`config.mk`:
```
export PLATFORM = sky130hd
export DESIGN_NAME = axis_fifo_rd_adapter
export DESIGN_NICKNAME = d
export VERILOG_FILES = /design/src/rtl/axis_fifo_rd_adapter.sv
export SDC_FILE = /design/constraint.sdc
export NUM_CORES = 1
export LEC_CHECK = 0
export ABC_AREA = 1
export BUFFER_PORTS_ARGS = -buffer_cell sky130_fd_sc_hd__buf_2
export CORE_MARGIN = 2
export CORE_UTILIZATION = 53
export DETAILED_ROUTE_END_ITERATION = 8
export PLACE_DENSITY_LB_ADDON = 0.2
export REMOVE_ABC_BUFFERS = 1
export SYNTH_ARGS = -nofsm -noshare
export SYNTH_HDL_FRONTEND = slang
export SYNTH_SLANG_ARGS = --single-unit
export TNS_END_PERCENT = 1
```
`constraint.sdc`:
```
create_clock -name clk -period 4 [get_ports clk]
set_input_delay 0.6 -clock clk [delete_from_list [all_inputs] [get_ports clk]]
set_output_delay 0.6 -clock clk [all_outputs]
set_load 0.02 [all_outputs]
```
`src/rtl/axis_fifo_rd_adapter.sv`:
```
// axis_fifo_rd_adapter: drains a first-word-fall-through FIFO of packed
// {last, keep, data} words into an AXI4-Stream master through a single output
// register. In packet mode a frame is only started once the writer has
// committed its last word, so the MAC never sees a mid-frame bubble.
module axis_fifo_rd_adapter #(
  parameter int unsigned DATA_W      = 32,
  parameter int unsigned KEEP_W      = DATA_W / 8,
  parameter bit          PACKET_MODE = 1'b1,
  parameter int unsigned FRAME_CNT_W = 8
) (
  input  logic                   clk,
  input  logic                   rst,
  input  logic [DATA_W+KEEP_W:0] fifo_rdata,
  input  logic                   fifo_empty,
  output logic                   fifo_rd_en,
  input  logic                   frame_commit,
  output logic [DATA_W-1:0]      m_axis_tdata,
  output logic [KEEP_W-1:0]      m_axis_tkeep,
  output logic                   m_axis_tlast,
  output logic                   m_axis_tvalid,
  input  logic                   m_axis_tready,
  output logic [FRAME_CNT_W-1:0] frames_pending,
  output logic                   in_frame,
  output logic                   starve_err,
  output logic                   cnt_ovf_err,
  output logic [15:0]            starve_cycles
);

  typedef enum logic {
    IDLE,
    STREAM
  } state_t;

  state_t                 state_q, state_d;
  logic [DATA_W-1:0]      tdata_q, tdata_d;
  logic [KEEP_W-1:0]      tkeep_q, tkeep_d;
  logic                   tlast_q, tlast_d;
  logic                   tvalid_q, tvalid_d;
  logic [FRAME_CNT_W-1:0] frames_pending_q, frames_pending_d;
  logic                   starve_err_q, starve_err_d;
  logic                   cnt_ovf_err_q, cnt_ovf_err_d;
  logic [15:0]            starve_cycles_q, starve_cycles_d;

  logic can_load;
  logic start_ok;
  logic pop;
  logic pop_last;
  logic head_last;
  logic starving;

  assign head_last = fifo_rdata[DATA_W+KEEP_W];

  // Pop decision: the output register must be free (or draining this cycle)
  // and the FSM must either be mid-frame or allowed to open a new frame.
  always_comb begin
    can_load = !tvalid_q || m_axis_tready;
    start_ok = PACKET_MODE ? (frames_pending_q != '0) : !fifo_empty;
    pop      = !fifo_empty && can_load &&
               ((state_q == STREAM) || ((state_q == IDLE) && start_ok));
    pop_last = pop && head_last;
    starving = (state_q == STREAM) && fifo_empty;
  end

  // Next-state for the output register, frame FSM, frame counter and
  // starvation bookkeeping.
  always_comb begin
    state_d          = state_q;
    tdata_d          = tdata_q;
    tkeep_d          = tkeep_q;
    tlast_d          = tlast_q;
    tvalid_d         = tvalid_q;
    frames_pending_d = frames_pending_q;
    starve_err_d     = starve_err_q;
    cnt_ovf_err_d    = cnt_ovf_err_q;
    starve_cycles_d  = starve_cycles_q;

    if (pop) begin
      tdata_d  = fifo_rdata[DATA_W-1:0];
      tkeep_d  = fifo_rdata[DATA_W +: KEEP_W];
      tlast_d  = head_last;
      tvalid_d = 1'b1;
      // A pop of a last word always ends (or never opens) a frame.
      state_d  = head_last ? IDLE : STREAM;
    end else if (m_axis_tready) begin
      tvalid_d = 1'b0;
    end

    // Commit and last-pop in the same cycle cancel out, including at the
    // ceiling, so that case is not an overflow.
    if (frame_commit && !pop_last) begin
      if (&frames_pending_q) begin
        cnt_ovf_err_d = 1'b1;
      end else begin
        frames_pending_d = frames_pending_q + FRAME_CNT_W'(1);
      end
    end else if (pop_last && !frame_commit && (frames_pending_q != '0)) begin
      frames_pending_d = frames_pending_q - FRAME_CNT_W'(1);
    end

    if (starving) begin
      if (starve_cycles_q != 16'hFFFF) begin
        starve_cycles_d = starve_cycles_q + 16'd1;
      end
      if (PACKET_MODE) begin
        starve_err_d = 1'b1;
      end
    end
  end

  // State register; reset abandons any frame in flight.
  always_ff @(posedge clk) begin
    if (rst) begin
      state_q          <= IDLE;
      tdata_q          <= '0;
      tkeep_q          <= '0;
      tlast_q          <= 1'b0;
      tvalid_q         <= 1'b0;
      frames_pending_q <= '0;
      starve_err_q     <= 1'b0;
      cnt_ovf_err_q    <= 1'b0;
      starve_cycles_q  <= '0;
    end else begin
      state_q          <= state_d;
      tdata_q          <= tdata_d;
      tkeep_q          <= tkeep_d;
      tlast_q          <= tlast_d;
      tvalid_q         <= tvalid_d;
      frames_pending_q <= frames_pending_d;
      starve_err_q     <= starve_err_d;
      cnt_ovf_err_q    <= cnt_ovf_err_d;
      starve_cycles_q  <= starve_cycles_d;
    end
  end

  assign fifo_rd_en     = pop;
  assign m_axis_tdata   = tdata_q;
  assign m_axis_tkeep   = tkeep_q;
  assign m_axis_tlast   = tlast_q;
  assign m_axis_tvalid  = tvalid_q;
  assign frames_pending = frames_pending_q;
  assign in_frame       = (state_q == STREAM);
  assign starve_err     = starve_err_q;
  assign cnt_ovf_err    = cnt_ovf_err_q;
  assign starve_cycles  = starve_cycles_q;

endmodule
```
==> impl.org, run 1 <==
** Clock tree
- After clock tree synthesis, the clock-pin slew on the worst setup and hold paths is 0.08 ns.
- Clock latency on the worst-skew pair, taken at its later pin, is 0.34 ns.
- For this design, the CTS-stage hold fixing added 0 buffers.
- Maximum clock path buffer count :: 2
- Total clock buffers created by CTS :: 9
- Post-CTS timing repair inserted 0 buffers for setup.
- Number of gates resized after CTS :: 0
- In this run the number of H-tree levels came out at 3.
- TritonCTS built the clock tree.
- CTS placed an instance of sky130_fd_sc_hd__clkbuf_8 at the clock tree root.
- For this design, the sink count on the clock tree is 65.

** Critical path
- The startpoint identified for the worst register-to-register timing path is frames_pending[0]$_SDFFE_PP0P_.
- CP Data Required Time :: 3.40 ns
- The worst setup path is of the reg -> out kind.
- CP startpoint :: frames_pending[0]$_SDFFE_PP0P_
- Setup slack on the worst reg-to-reg path comes out at 1.42 ns.
- STA classifies the critical path startpoint as a flip-flop.
- End of the critical path :: fifo_rd_en
- Data arrival time at the worst-slack endpoint :: 2.32 ns
- The number of cells on the worst reg-to-reg path is 16.
- Max Fanout on Critical Path :: 40
- Capturing point of the worst reg2reg path :: frames_pending[7]$_SDFFE_PP0P_
- Crit. End Element :: primary output

** Timing
- Fraction of the cycle the final worst path needs :: 72.9%
- Static timing analysis puts the maximum clock frequency at 343 MHz.
- The number of pins with negative max-slew slack in the final report came to 0.
- Setup total negative slack on the finished layout was measured at 0 ns.
- At the pin with the least slew margin, the transition time is 0.671 ns.
- Setup slack on the critical path of the routed design comes to 1.08 ns.
- Worst Skew :: 0.0119 ns
- The final hold violation count is 0.
- Post-layout minimum cycle time :: 2.92 ns
- RSZ-0062 raised after global routing :: no
- Final setup violating endpoints :: 0
- The worst pin sits at a relative slew slack of 55.2%.

** Cells and area
- The top cell types in the final layout, fill and taps aside, are 107 x sky130_fd_sc_hd__buf_2, 106 x sky130_fd_sc_hd__nor2_1, 65 x sky130_fd_sc_hd__dfxtp_1, 48 x sky130_fd_sc_hd__nand2_1, 48 x sky130_fd_sc_hd__o21ai_0.
- Area Growth Syn to Fin :: 25.8%
- Counting the fill cells in the layout gives 436.
- Total number of nets in the final design :: 542
- Fin util :: 70.0%
- The library cell used most frequently in the layout, excluding fill and tap cells, is sky130_fd_sc_hd__buf_2.
- Final instance count without filler cells :: 567
- Cells with a size suffix above 1 make up 27.2% of the layout.
- The number of antenna diodes in the final layout is 0.

** Power and ir drop
- Power per unit of standard cell area :: 493 nW/um^2
- Sequential Power Share :: 43.1%
- Int Pwr :: 1.17 mW
- Of the total power, the share spent switching nets is 34.3%.
- Summed over all nets, the switching power comes to 612 uW.
- The completed layout was analyzed and its total power is 1.78 mW.
- Combinational cells account for 26.1% of the total power.
- The clock network burns 30.8% of the power.
- VDD IR max :: 0.284 mV
- The analysis attributes to cell leakage a power of 1.70 nW.

** Synth
- Cell variety after synth :: 30
- The mapped netlist covers 2880 um^2.
- Counting flops and latches in the post-synthesis netlist gives 65.
- Number of enable-type register cells in the synthesized netlist :: 0
- For this run, asynchronously set or reset flops after synthesis account for 0%.
- Synthesis Warnings :: 0
- Averaged over all synthesized cells, the footprint is 7.41 um^2.
- Part of the Yosys area used for sequential elements :: 45.2%
- Synthesis produced a netlist whose cell count is 388.
- The most used flip-flop cell after synthesis is sky130_fd_sc_hd__dfxtp_1.

** Global route
- The number of global-route vias before repair is 2599.
- After global routing the overflow that remains totals 0.
- GRT Resource Usage Total :: 23.5%
- Entering global routing, the biggest net connects 41 pins.
- The initial antenna violation count came to 0.
- First-pass GRT wire length :: 11500 um

** Floorplanning
- In this run the count of I/O pins placed on the die edge is 108.
- The floorplan step defined a die boundary enclosing 6030 um^2.
- The core region is 5170 um^2.
- Number of rows in the core area :: 26
- Initial Utilization :: 55.6%
- In this run the horizontal extent of the chip is 77.7 um.
- Die height :: 77.7 um

** Placed design
- Total instance count after detailed placement :: 551
- In this run the tool buffered the top-level ports with 107 buffer cells.
- Prior to clock tree synthesis, the placed netlist has a worst setup slack of 1.07 ns.
- At the end of routability-driven placement, the weighted congestion stood at 0.917.
- Estimated wirelength of the detail-placed design :: 4940 um

** Status
- Result of the run :: completed

** Detailed routing
- Dividing the detail-routed via count by the number of cells gives 5.16.
- Initial detailed-routing violation count :: 128
- DRT Pass-1 Iters :: 4
- DR WL/cell :: 12.4 um
- Final routed DRC violation total :: 0
- After detailed routing, the total wire length is 7020 um.
- Total vias in the final route :: 2925
- Detail Route Antenna Nets :: 0

** Min path
- The worst hold path belongs to the class reg -> reg.

** Job
- Across the run, the number of max-cap violations was 0.
-- cell families after synthesis --
logic type / after synthesis / synth area share (%)
DFF: 65 / 45.2
AOI/OAI and AO/OA: 79 / 14.1
buffers and inverters: 36 / 5.70
xor gates and xnor gates: 13 / 3.96
adders and majority gates: 8 / 3.74
and+or+nand+nor: 187 / 27.3
-- registers in the layout, indices dropped and copies added, names as in the netlist --
register,cells
m_axis_tdata,32
starve_cycles,16
frames_pending,8
m_axis_tkeep,4
cnt_ovf_err,1
in_frame,1
m_axis_tlast,1
m_axis_tvalid,1
starve_err,1
-- metal layers --
| metal | global-route usage, % | wire length [um] | vias up |
|---|---|---|---|
| met5 | 0 | 0 | - |
| met4 | 10.9 | 133 | 0 |
| met3 | 3.95 | 479 | 13 |
| met2 | 37.7 | 3150 | 102 |
| met1 | 30.8 | 3260 | 1329 |
| li1 | - | - | 1481 |
-- cells in the mapped netlist, types with 4 or more instances --
| master | count | area, um^2 |
|---|---|---|
| sky130_fd_sc_hd__a21oi_1 | 24 | 120 |
| sky130_fd_sc_hd__buf_2 | 5 | 25.0 |
| sky130_fd_sc_hd__clkbuf_1 | 6 | 22.5 |
| sky130_fd_sc_hd__dfxtp_1 | 65 | 1300 |
| sky130_fd_sc_hd__ha_1 | 7 | 87.6 |
| sky130_fd_sc_hd__inv_1 | 19 | 71.3 |
| sky130_fd_sc_hd__nand2_1 | 48 | 180 |
| sky130_fd_sc_hd__nand2_2 | 4 | 25.0 |
| sky130_fd_sc_hd__nand3_1 | 10 | 50.1 |
| sky130_fd_sc_hd__nand4_1 | 8 | 50.1 |
| sky130_fd_sc_hd__nor2_1 | 106 | 398 |
| sky130_fd_sc_hd__o21ai_0 | 48 | 240 |
| sky130_fd_sc_hd__xnor2_1 | 4 | 35.0 |
| sky130_fd_sc_hd__xor2_1 | 9 | 78.8 |
-- critical path, stage by stage (launching register included) --
cell and delay, ns:
sky130_fd_sc_hd__dfxtp_1 0.46, sky130_fd_sc_hd__nor2_1 0.08, sky130_fd_sc_hd__nand2_1 0.08, sky130_fd_sc_hd__nor2_2 0.05, sky130_fd_sc_hd__nand2_2 0.08, sky130_fd_sc_hd__nand2_2 0.34, sky130_fd_sc_hd__inv_2 0.61, sky130_fd_sc_hd__buf_2 0.27
-- power by group through the flow --
stage / clock network, mW / registers (mW) / logic [mW]
floorplan: 0 / 0.865 / 0.232
global placement: 0 / 0.780 / 0.455
detailed placement: 0 / 0.782 / 0.464
CTS: 0.563 / 0.768 / 0.467
global route: 0.589 / 0.778 / 0.520
finish: 0.549 / 0.768 / 0.465
-- layout make-up --
cell class | count | area (um^2) | area share [%]
inverter | 21 | 78.8 | 2.18
clock buffer | 10 | 128 | 3.53
multi-input combinational | 287 | 1410 | 39.0
tap | 70 | 87.6 | 2.42
timing repair buffer | 108 | 543 | 15.0
sequential | 65 | 1300 | 36.0
clock inverter | 6 | 68.8 | 1.90
-- metrics by stage --
stage	cell area (um^2)	hold slack [ns]
after global placement	3420	0.442
after detailed placement	3420	0.448
after global routing	3620	0.496
after CTS	3620	0.464
final	3620	0.460
after floorplan	2790	0.535
-- worst min path at each step --
| stage | slack [ns] | depth (start not counted) | end | start |
|---|---|---|---|---|
| after global routing | 0.50 | 2 | m_axis_tlast$_SDFFE_PP0N_ | m_axis_tlast$_SDFFE_PP0N_ |
| after global placement | 0.44 | 1 | cnt_ovf_err$_SDFFE_PP0P_ | cnt_ovf_err$_SDFFE_PP0P_ |
| final | 0.46 | 2 | m_axis_tlast$_SDFFE_PP0N_ | m_axis_tlast$_SDFFE_PP0N_ |
| after CTS | 0.46 | 2 | m_axis_tlast$_SDFFE_PP0N_ | m_axis_tlast$_SDFFE_PP0N_ |
| after detailed placement | 0.45 | 1 | cnt_ovf_err$_SDFFE_PP0P_ | cnt_ovf_err$_SDFFE_PP0P_ |
| after floorplan | 0.53 | 2 | m_axis_tlast$_SDFFE_PP0N_ | m_axis_tlast$_SDFFE_PP0N_ |
Power figures use the tool's default switching activity.
==> run 2: changes to the inputs <==
--- a/config.mk
+++ b/config.mk
@@ -8,7 +8,7 @@
 export ABC_AREA = 1
 export BUFFER_PORTS_ARGS = -buffer_cell sky130_fd_sc_hd__buf_2
 export CORE_MARGIN = 2
-export CORE_UTILIZATION = 53
+export CORE_UTILIZATION = 49
 export DETAILED_ROUTE_END_ITERATION = 8
 export PLACE_DENSITY_LB_ADDON = 0.2
 export REMOVE_ABC_BUFFERS = 1
==> constraint.sdc (replaced) <==
create_clock -name clk -period 2.9 [get_ports clk]
set_input_delay 0.435 -clock clk [delete_from_list [all_inputs] [get_ports clk]]
set_output_delay 0.435 -clock clk [all_outputs]
set_load 0.02 [all_outputs]
==> impl.org, run 2 (synthesized netlist as in run 1, its figures left out) <==
** Critical path
- The critical path is of the reg -> reg type.
- The worst setup path is launched from a flip-flop.
- The data required time at the worst endpoint was 3.16 ns (-0.24 ns).
- Data arrival time at the worst-slack endpoint :: 2.86 ns (+0.54 ns)
- The count of cells along the worst register-to-register path is 17 (+1).
- The endpoint identified for the worst register-to-register timing path is frames_pending[7]$_SDFFE_PP0P_.
- The internal reg-to-reg setup slack was 0.30 ns (-1.12 ns).
- Crit. End Element :: flip-flop
- The biggest fanout along the worst timing path was 9 (-78%).
- The startpoint identified for the worst register-to-register timing path is frames_pending[0]$_SDFFE_PP0P_.

** Timing
- The final count of negative-setup-slack endpoints was 0 (unchanged).
- Worst Skew :: 0.00874 ns (-0.00320 ns)
- Post-layout minimum cycle time :: 2.60 ns
- The final hold violation count was 0 (unchanged).
- Aggregate negative setup slack :: 0 ns (unchanged)
- The final setup slack of the worst path came to 0.297 ns (-0.785 ns).
- The slew at the pin closest to its max-slew limit was 0.355 ns (-0.315 ns).
- Relative slew slack :: 76.3% (+21 points)
- Maximum frequency from static timing analysis :: 384 MHz
- The final critical path takes up 89.8% of the cycle.
- RSZ-0062 raised after global routing :: no
- Count of pins over their slew limit :: 0 (unchanged)

** Placed design
- The count of input and output buffers is 107 (unchanged).
- The detailed placement HPWL came to 4900 um (-0.68%).
- Pre-CTS setup slack :: 0.258 ns (-0.814 ns)
- Total instance count after detailed placement :: 555 (+0.73%)
- Weighted congestion reported at the end of routability-driven placement :: 0.954 (+3.9%)

** Detailed routing
- DRT Pass-1 Iters :: 4 (unchanged)
- DR WL/cell :: 12.0 um (-3.2%)
- Routed length on met2 :: 3050 um (-3.1%)
- Total vias in the final route :: 2915 (-0.34%)
- Initial detailed-routing violation count :: 113 (-12%)
- Max Used Layer :: met4
- The per-cell via count in the routed design is 5.11 (-1.0%).
- Post-Route M1 WL :: 3120 um (-4.4%)
- The DRC violation count after routing is 0 (unchanged).
- Detailed-route wire length :: 6850 um (-2.5%)
- Met3 wirelength from detailed routing :: 588 um (+23%)
- Detail Route Antenna Nets :: 0 (unchanged)

** Job
- The number of max-cap violations was 0 (unchanged).

** Power and ir drop
- P_sw :: 810 uW (+32%)
- Fraction of power consumed by the clock network :: 28.4% (-2.4 points)
- The total power was 2.39 mW (+34%).
- Share of power burned in combinational logic :: 27.3% (+1.2 points)
- Switching power as a share of total power :: 33.9% (-0.43 points)
- The standby leakage power came to 1.71 nW (+0.68%).
- The power density over cell area came to 661 nW/um^2 (+34%).
- VDD IR max :: 0.373 mV (+31%)
- Sequential Power Share :: 44.3% (+1.2 points)
- Int Pwr :: 1.58 mW (+35%)

** Cells and area
- Final instance count without filler cells :: 571 (+0.71%)
- Fraction of final layout cells with drive strength greater than 1 :: 27.1% (-0.11 points)
- Fin util :: 64.8% (-5.1 points)
- The flip-flop count of the largest register, all copies and words added is 32 (unchanged).
- The library cell used most frequently in the layout, excluding fill and tap cells, is sky130_fd_sc_hd__buf_2.
- Leaving out fill and tap cells, the most frequent cells in the layout are 107 x sky130_fd_sc_hd__buf_2, 106 x sky130_fd_sc_hd__nor2_1, 65 x sky130_fd_sc_hd__dfxtp_1, 48 x sky130_fd_sc_hd__nand2_1, 48 x sky130_fd_sc_hd__o21ai_0.
- Total number of nets in the final design :: 544 (+0.37%)
- Area Growth Syn to Fin :: 25.7%
- Antenna fix cells :: 0 (unchanged)

** Floorplanning
- The vertical extent of the die came to 80.6 um (+3.8%).
- The number of ports placed on the die boundary came to 108 (unchanged).
- Die outline area :: 6500 um^2 (+7.7%)
- The starting density of the core is 51.6% (-4.0 points).
- The die width came to 80.6 um (+3.8%).
- The number of cell rows is 27 (+3.8%).
- The placeable core region came to 5570 um^2 (+7.8%).

** Clock tree
- Post-CTS setup repair buffer count :: 0 (unchanged)
- Root Driver :: sky130_fd_sc_hd__clkbuf_8
- Clock tree from TritonCTS :: done
- The worst-skew pair later-pin latency is 0.33 ns (about the same).
- The TritonCTS buffer count was 9 (unchanged).
- Clock transition at the registers of the reported paths :: 0.07 ns (about the same)
- The TritonCTS sink count came to 65 (unchanged).
- The number of hold buffers added after CTS is 0 (unchanged).
- The number of levels in the clock H-tree came to 3 (unchanged).
- Maximum clock path buffer count :: 2 (unchanged)
- The count of instances resized after the clock tree is built is 0 (unchanged).

** Status
- Result of the run :: completed

** Global route
- First-pass GRT wire length :: 11100 um (-3.2%)
- Number of antenna violations at the first check in global routing :: 0 (unchanged)
- The final global-route overflow total was 0 (unchanged).
- The number of global-route vias before repair was 2592 (-0.27%).
- GRT Resource Usage Total :: 21.8% (-1.7 points)
- Maximum number of pins on one net before global-route repair :: 43 (+4.9%)

** Min path
- Worst hold path depth :: 3 (+1)
- Hold_sp :: fifo_rdata[14]
- Worst Hold End :: m_axis_tdata[14]$_SDFFE_PP0N_
- The min-delay analysis places its worst path in the category in -> reg.
run 2: changes by cell type in the layout (fill, tap and decap cells not counted), moves of 2 or more:
| cell | delta |
|---|---|
| sky130_fd_sc_hd__buf_4 | +2 |
| sky130_fd_sc_hd__clkbuf_1 | +2 |
| sky130_fd_sc_hd__clkbuf_8 | +2 |
| sky130_fd_sc_hd__clkinvlp_4 | -3 |
run 2: cell type report:
type	instances	area [um^2]
inverters	21	78.8
fillers	511	1960
flip-flops and latches	65	1300
well taps	72	90.1
multi-input cells	287	1410
clock buffers	14	163
clock inverters	2	12.5
repair buffers	110	558
run 2: routing by layer:
metal | GRT usage [%] | up-vias
li1 | - | 1483
met1 | 26.1 | 1315
met2 | 36.3 | 109
met3 | 6.07 | 8
met4 | 10.0 | 0
met5 | 0 | -
run 2: worst max path at each step:
| stage | from | endpoint | slack [ns] | depth (start not counted) |
|---|---|---|---|---|
| 2_1_floorplan | frames_pending[0]$_SDFFE_PP0P_ | frames_pending[7]$_SDFFE_PP0P_ | 0.55 | 17 |
| 3_5_place_dp | m_axis_tready | frames_pending[7]$_SDFFE_PP0P_ | 0.26 | 16 |
| 5_1_grt | frames_pending[0]$_SDFFE_PP0P_ | frames_pending[7]$_SDFFE_PP0P_ | 0.03 | 17 |
| 4_1_cts | frames_pending[0]$_SDFFE_PP0P_ | frames_pending[7]$_SDFFE_PP0P_ | 0.32 | 17 |
| 6_report | frames_pending[0]$_SDFFE_PP0P_ | frames_pending[7]$_SDFFE_PP0P_ | 0.30 | 17 |
| 3_3_place_gp | m_axis_tready | frames_pending[7]$_SDFFE_PP0P_ | 0.36 | 16 |
run 2: power by group through the flow:
stage / registers, mW / logic (mW) / clock network, mW
after floorplan: 1.19 / 0.320 / 0
after global placement: 1.07 / 0.641 / 0
after detailed placement: 1.08 / 0.651 / 0
after CTS: 1.06 / 0.655 / 0.696
after global routing: 1.07 / 0.726 / 0.735
final: 1.06 / 0.651 / 0.679
run 2: critical path: stages (launching register included):
cell	delay [ns]
sky130_fd_sc_hd__dfxtp_1	0.38
sky130_fd_sc_hd__nor2_1	0.14
sky130_fd_sc_hd__nand2_1	0.07
sky130_fd_sc_hd__nor2_2	0.11
sky130_fd_sc_hd__nand2_2	0.09
sky130_fd_sc_hd__nand3_2	0.12
sky130_fd_sc_hd__nand2_1	0.24
sky130_fd_sc_hd__ha_1	0.41
sky130_fd_sc_hd__or2_0	0.21
sky130_fd_sc_hd__nand2_1	0.13
sky130_fd_sc_hd__nor2_1	0.05
sky130_fd_sc_hd__nor2_1	0.14
sky130_fd_sc_hd__inv_1	0.05
sky130_fd_sc_hd__nand2_1	0.08
sky130_fd_sc_hd__nand2_1	0.06
sky130_fd_sc_hd__nor2_1	0.10
sky130_fd_sc_hd__nor2_1	0.05
sky130_fd_sc_hd__nor2_1	0.11
run 2: through the flow:
| step | hold slack, ns | cell area, um^2 |
|---|---|---|
| final | 0.354 | 3610 |
| after global routing | 0.349 | 3610 |
| after CTS | 0.342 | 3610 |
| after detailed placement | 0.449 | 3440 |
| after global placement | 0.444 | 3440 |
| after floorplan | 0.504 | 2790 |
==> run 3: changes to the inputs <==
--- a/config.mk
+++ b/config.mk
@@ -8,7 +8,8 @@
 export ABC_AREA = 1
 export BUFFER_PORTS_ARGS = -buffer_cell sky130_fd_sc_hd__buf_2
 export CORE_MARGIN = 2
-export CORE_UTILIZATION = 49
+export CORE_UTILIZATION = 51
+export CTS_BUF_LIST = sky130_fd_sc_hd__clkbuf_2 sky130_fd_sc_hd__clkbuf_4 sky130_fd_sc_hd__clkbuf_8
 export DETAILED_ROUTE_END_ITERATION = 8
 export PLACE_DENSITY_LB_ADDON = 0.2
 export REMOVE_ABC_BUFFERS = 1
==> impl.org, run 3 (synthesized netlist as in run 1, its figures left out) <==
** Min path
- For hold timing, the worst endpoint is m_axis_tdata[4]$_SDFFE_PP0N_.
- Worst hold path depth :: 3 (unchanged)
- The startpoint identified for the worst hold timing path is fifo_rdata[4].
- The worst hold path belongs to the class in -> reg.

** Cells and area
- Finished layout cell area :: 3620 um^2 (+0.10%)
- The number of standard cells in the layout, taps in and fillers out was 572 (+0.18%).
- The number of antenna repair diodes was 0 (unchanged).
- The number of nets at the end of the flow was 545 (+0.18%).
- Area Growth Syn to Fin :: 25.8%
- The total of fill cells in the finished design is 513 (+0.39%).
- The fraction of layout cells with a size suffix above 1 came to 27.8% (+0.75 points).
- Number of flip-flops in the largest register :: 32 (unchanged)
- The library cells used most frequently in the layout, excluding fill and tap cells, are 107 x sky130_fd_sc_hd__buf_2, 106 x sky130_fd_sc_hd__nor2_1, 65 x sky130_fd_sc_hd__dfxtp_1, 48 x sky130_fd_sc_hd__nand2_1, 48 x sky130_fd_sc_hd__o21ai_0.
- Commonest non-fill, non-tap cell in the layout :: sky130_fd_sc_hd__buf_2

** Power and ir drop
- The cell-internal power came to 1.53 mW (-3.0%).
- Power per unit of standard cell area :: 660 nW/um^2 (about the same)
- Switching power as a share of total power :: 36.0% (+2.1 points)
- Fraction of power consumed by the clock network :: 28.1% (-0.3 points)
- The peak supply drop came to 0.352 mV (-5.5%).
- The total power is 2.39 mW (about the same).
- Leak pwr :: 1.71 nW (+0.18%)
- P_sw :: 859 uW (+6.1%)
- The portion of total power attributed to combinational logic came to 27.5% (+0.2 points).
- Sequential Power Share :: 44.4% (about the same)

** Critical path
- In this run the critical register-to-register path is launched from frames_pending[0]$_SDFFE_PP0P_.
- The internal reg-to-reg setup slack is 0.27 ns (-0.03 ns).
- Capturing point of the worst reg2reg path :: frames_pending[7]$_SDFFE_PP0P_
- Data arrival time at the worst-slack endpoint :: 2.90 ns (+0.04 ns)
- The biggest fanout along the worst timing path is 9 (unchanged).
- Sort of element at the start of the critical path :: flip-flop
- STA classifies the critical path endpoint as a flip-flop.
- Critical setup path kind :: reg -> reg
- The data required time at the worst endpoint was 3.17 ns (about the same).
- Worst r2r path cells :: 17 (unchanged)

** Floorplanning
- Die outline area :: 6260 um^2 (-3.7%)
- The die width is 79.1 um (-1.9%).
- IO Count :: 108 (unchanged)
- Placeable core region :: 5470 um^2 (-1.8%)
- Initial Utilization :: 52.6% (+0.96 points)
- Die height :: 79.1 um (-1.9%)
- Number of rows in the core area :: 27 (unchanged)

** Placed design
- The detailed placement HPWL was 4990 um (+1.9%).
- The worst slack after detailed placement was 0.170 ns (-0.0877 ns).
- The total placed instance area came to 3450 um^2 (+0.22%).
- The total placed cells including tap cells is 556 (+0.18%).
- The final weighted congestion of routability-driven global placement is 0.904 (-5.2%).
- Count of input and output buffers :: 107 (unchanged)

** Clock tree
- The maximum buffer depth of the clock tree came to 2 (unchanged).
- Clock Latency Late Sink :: 0.33 ns (about the same)
- Root Driver :: sky130_fd_sc_hd__clkbuf_8
- Post-CTS setup repair buffer count :: 0 (unchanged)
- The number of hold buffers added after CTS came to 0 (unchanged).
- Clock transition at the registers of the reported paths :: 0.08 ns (about the same)
- Clock tree from TritonCTS :: done
- # clock sinks :: 65 (unchanged)
- The TritonCTS buffer count was 9 (unchanged).
- The count of instances resized after the clock tree is built came to 0 (unchanged).
- The number of levels in the clock H-tree is 3 (unchanged).

** Detailed routing
- Total vias in the final route :: 2899 (-0.55%)
- The DRC marker count from the first detailed-route iteration came to 123 (+8.8%).
- Detailed-route wire length :: 7150 um (+4.4%)
- The iteration count of the initial detailed-routing pass came to 4 (unchanged).
- Post-detailed-route via-to-cell ratio :: 5.07 (-0.72%)
- DR WL/cell :: 12.5 um (+4.2%)
- The number of nets with antenna violations after routing was 0 (unchanged).
- The DRC violation count after routing came to 0 (unchanged).

** Timing
- Aggregate negative setup slack :: 0 ns (unchanged)
- Count of pins over their slew limit :: 0 (unchanged)
- The final clock period utilization by the worst path is 90.8% (+1.0 points).
- The slew at the pin closest to its max-slew limit was 0.732 ns (+0.377 ns).
- Post-layout minimum cycle time :: 2.63 ns (+0.0294 ns)
- Smallest setup slack after layout :: 0.268 ns (-0.0294 ns)
- Final setup violating endpoints :: 0 (unchanged)
- RSZ-0062 raised after global routing :: no
- Relative slew slack :: 51.2% (-25 points)
- The maximum operating frequency is 380 MHz (-1.1%).
- The clock skew is 0.00900 ns (+0.000255 ns).
- The final hold violation count was 0 (unchanged).

** Global route
- The global-route wire length before repair was 11600 um (+4.3%).
- Number of antenna violations at the first check in global routing :: 0 (unchanged)
- Maximum number of pins on one net before global-route repair :: 41 (-4.7%)
- The number of global-route vias before repair came to 2549 (-1.7%).
- GR Util met3 :: 3.86% (-2.2 points)
- The met2 track utilization from global routing is 38.2% (+1.9 points).
- Global Route met1 Usage :: 30.4% (+4.4 points)
- GRT Resource Usage Total :: 23.2% (+1.4 points)
- Global-route layer with the greatest usage :: met2
- The final global-route overflow total was 0 (unchanged).

** Job
- The number of max-cap violations came to 0 (unchanged).

** Status
- The flow ran to the end, and the final reports show no timing, DRC or antenna violations.
[run 3: cell count changes in the layout (fill, tap and decap cells not counted), sizes merged]
cell and change:
clkinv +4, clkinvlp +1, clkbuf -5, buf +1
[run 3: stage by stage]
stage,hold slack (ns),utilization (%)
6_report,0.349,66.1
5_1_grt,0.346,66.1
4_1_cts,0.335,66.1
3_5_place_dp,0.456,63.0
3_3_place_gp,0.444,63.0
2_1_floorplan,0.504,-
[run 3: layout make-up]
class / instances / area [um^2] / share of cell area [%]
multi-input combinational: 287 / 1410 / 39.0
sequential: 65 / 1300 / 36.0
tap: 72 / 90.1 / 2.49
clock inverter: 7 / 47.5 / 1.31
inverter: 21 / 78.8 / 2.18
clock buffer: 9 / 124 / 3.42
timing repair buffer: 111 / 566 / 15.6
[run 3: per-layer routing]
metal / vias up / part of all wire, %
met2: 105 / 44
met4: 0 / 1.5
met5: - / 0
li1: 1481 / -
met3: 9 / 6.8
met1: 1304 / 48
[run 3: power groups by stage]
stage | clock (mW) | sequential [mW] | combinational [mW]
final | 0.672 | 1.06 | 0.657
after detailed placement | 0 | 1.08 | 0.654
after global placement | 0 | 1.07 | 0.640
after floorplan | 0 | 1.19 | 0.320
after global routing | 0.722 | 1.07 | 0.731
after CTS | 0.688 | 1.06 | 0.659
[run 3: worst max-delay path, stage by stage (launching register included)]
cell,delay [ns]
sky130_fd_sc_hd__dfxtp_1,0.39
sky130_fd_sc_hd__nor2_1,0.13
sky130_fd_sc_hd__nand2_1,0.08
sky130_fd_sc_hd__nor2_2,0.11
sky130_fd_sc_hd__nand2_2,0.09
sky130_fd_sc_hd__nand3_2,0.12
sky130_fd_sc_hd__nand2_1,0.23
sky130_fd_sc_hd__ha_1,0.41
sky130_fd_sc_hd__or2_0,0.21
sky130_fd_sc_hd__nand2_1,0.11
sky130_fd_sc_hd__nor2_1,0.05
sky130_fd_sc_hd__nor2_1,0.14
sky130_fd_sc_hd__inv_1,0.07
sky130_fd_sc_hd__nand2_1,0.11
sky130_fd_sc_hd__nand2_1,0.06
sky130_fd_sc_hd__nor2_1,0.10
sky130_fd_sc_hd__nor2_1,0.05
sky130_fd_sc_hd__nor2_1,0.09
[run 3: how the worst max path moves through the flow]
stage | startpoint | endpoint | slack (ns) | cells past startpoint
global route | frames_pending[0]$_SDFFE_PP0P_ | frames_pending[7]$_SDFFE_PP0P_ | 0.07 | 17
CTS | frames_pending[0]$_SDFFE_PP0P_ | frames_pending[7]$_SDFFE_PP0P_ | 0.29 | 17
global placement | m_axis_tready | frames_pending[7]$_SDFFE_PP0P_ | 0.31 | 16
finish | frames_pending[0]$_SDFFE_PP0P_ | frames_pending[7]$_SDFFE_PP0P_ | 0.27 | 17
floorplan | frames_pending[0]$_SDFFE_PP0P_ | frames_pending[7]$_SDFFE_PP0P_ | 0.55 | 17
detailed placement | m_axis_tready | frames_pending[7]$_SDFFE_PP0P_ | 0.17 | 16
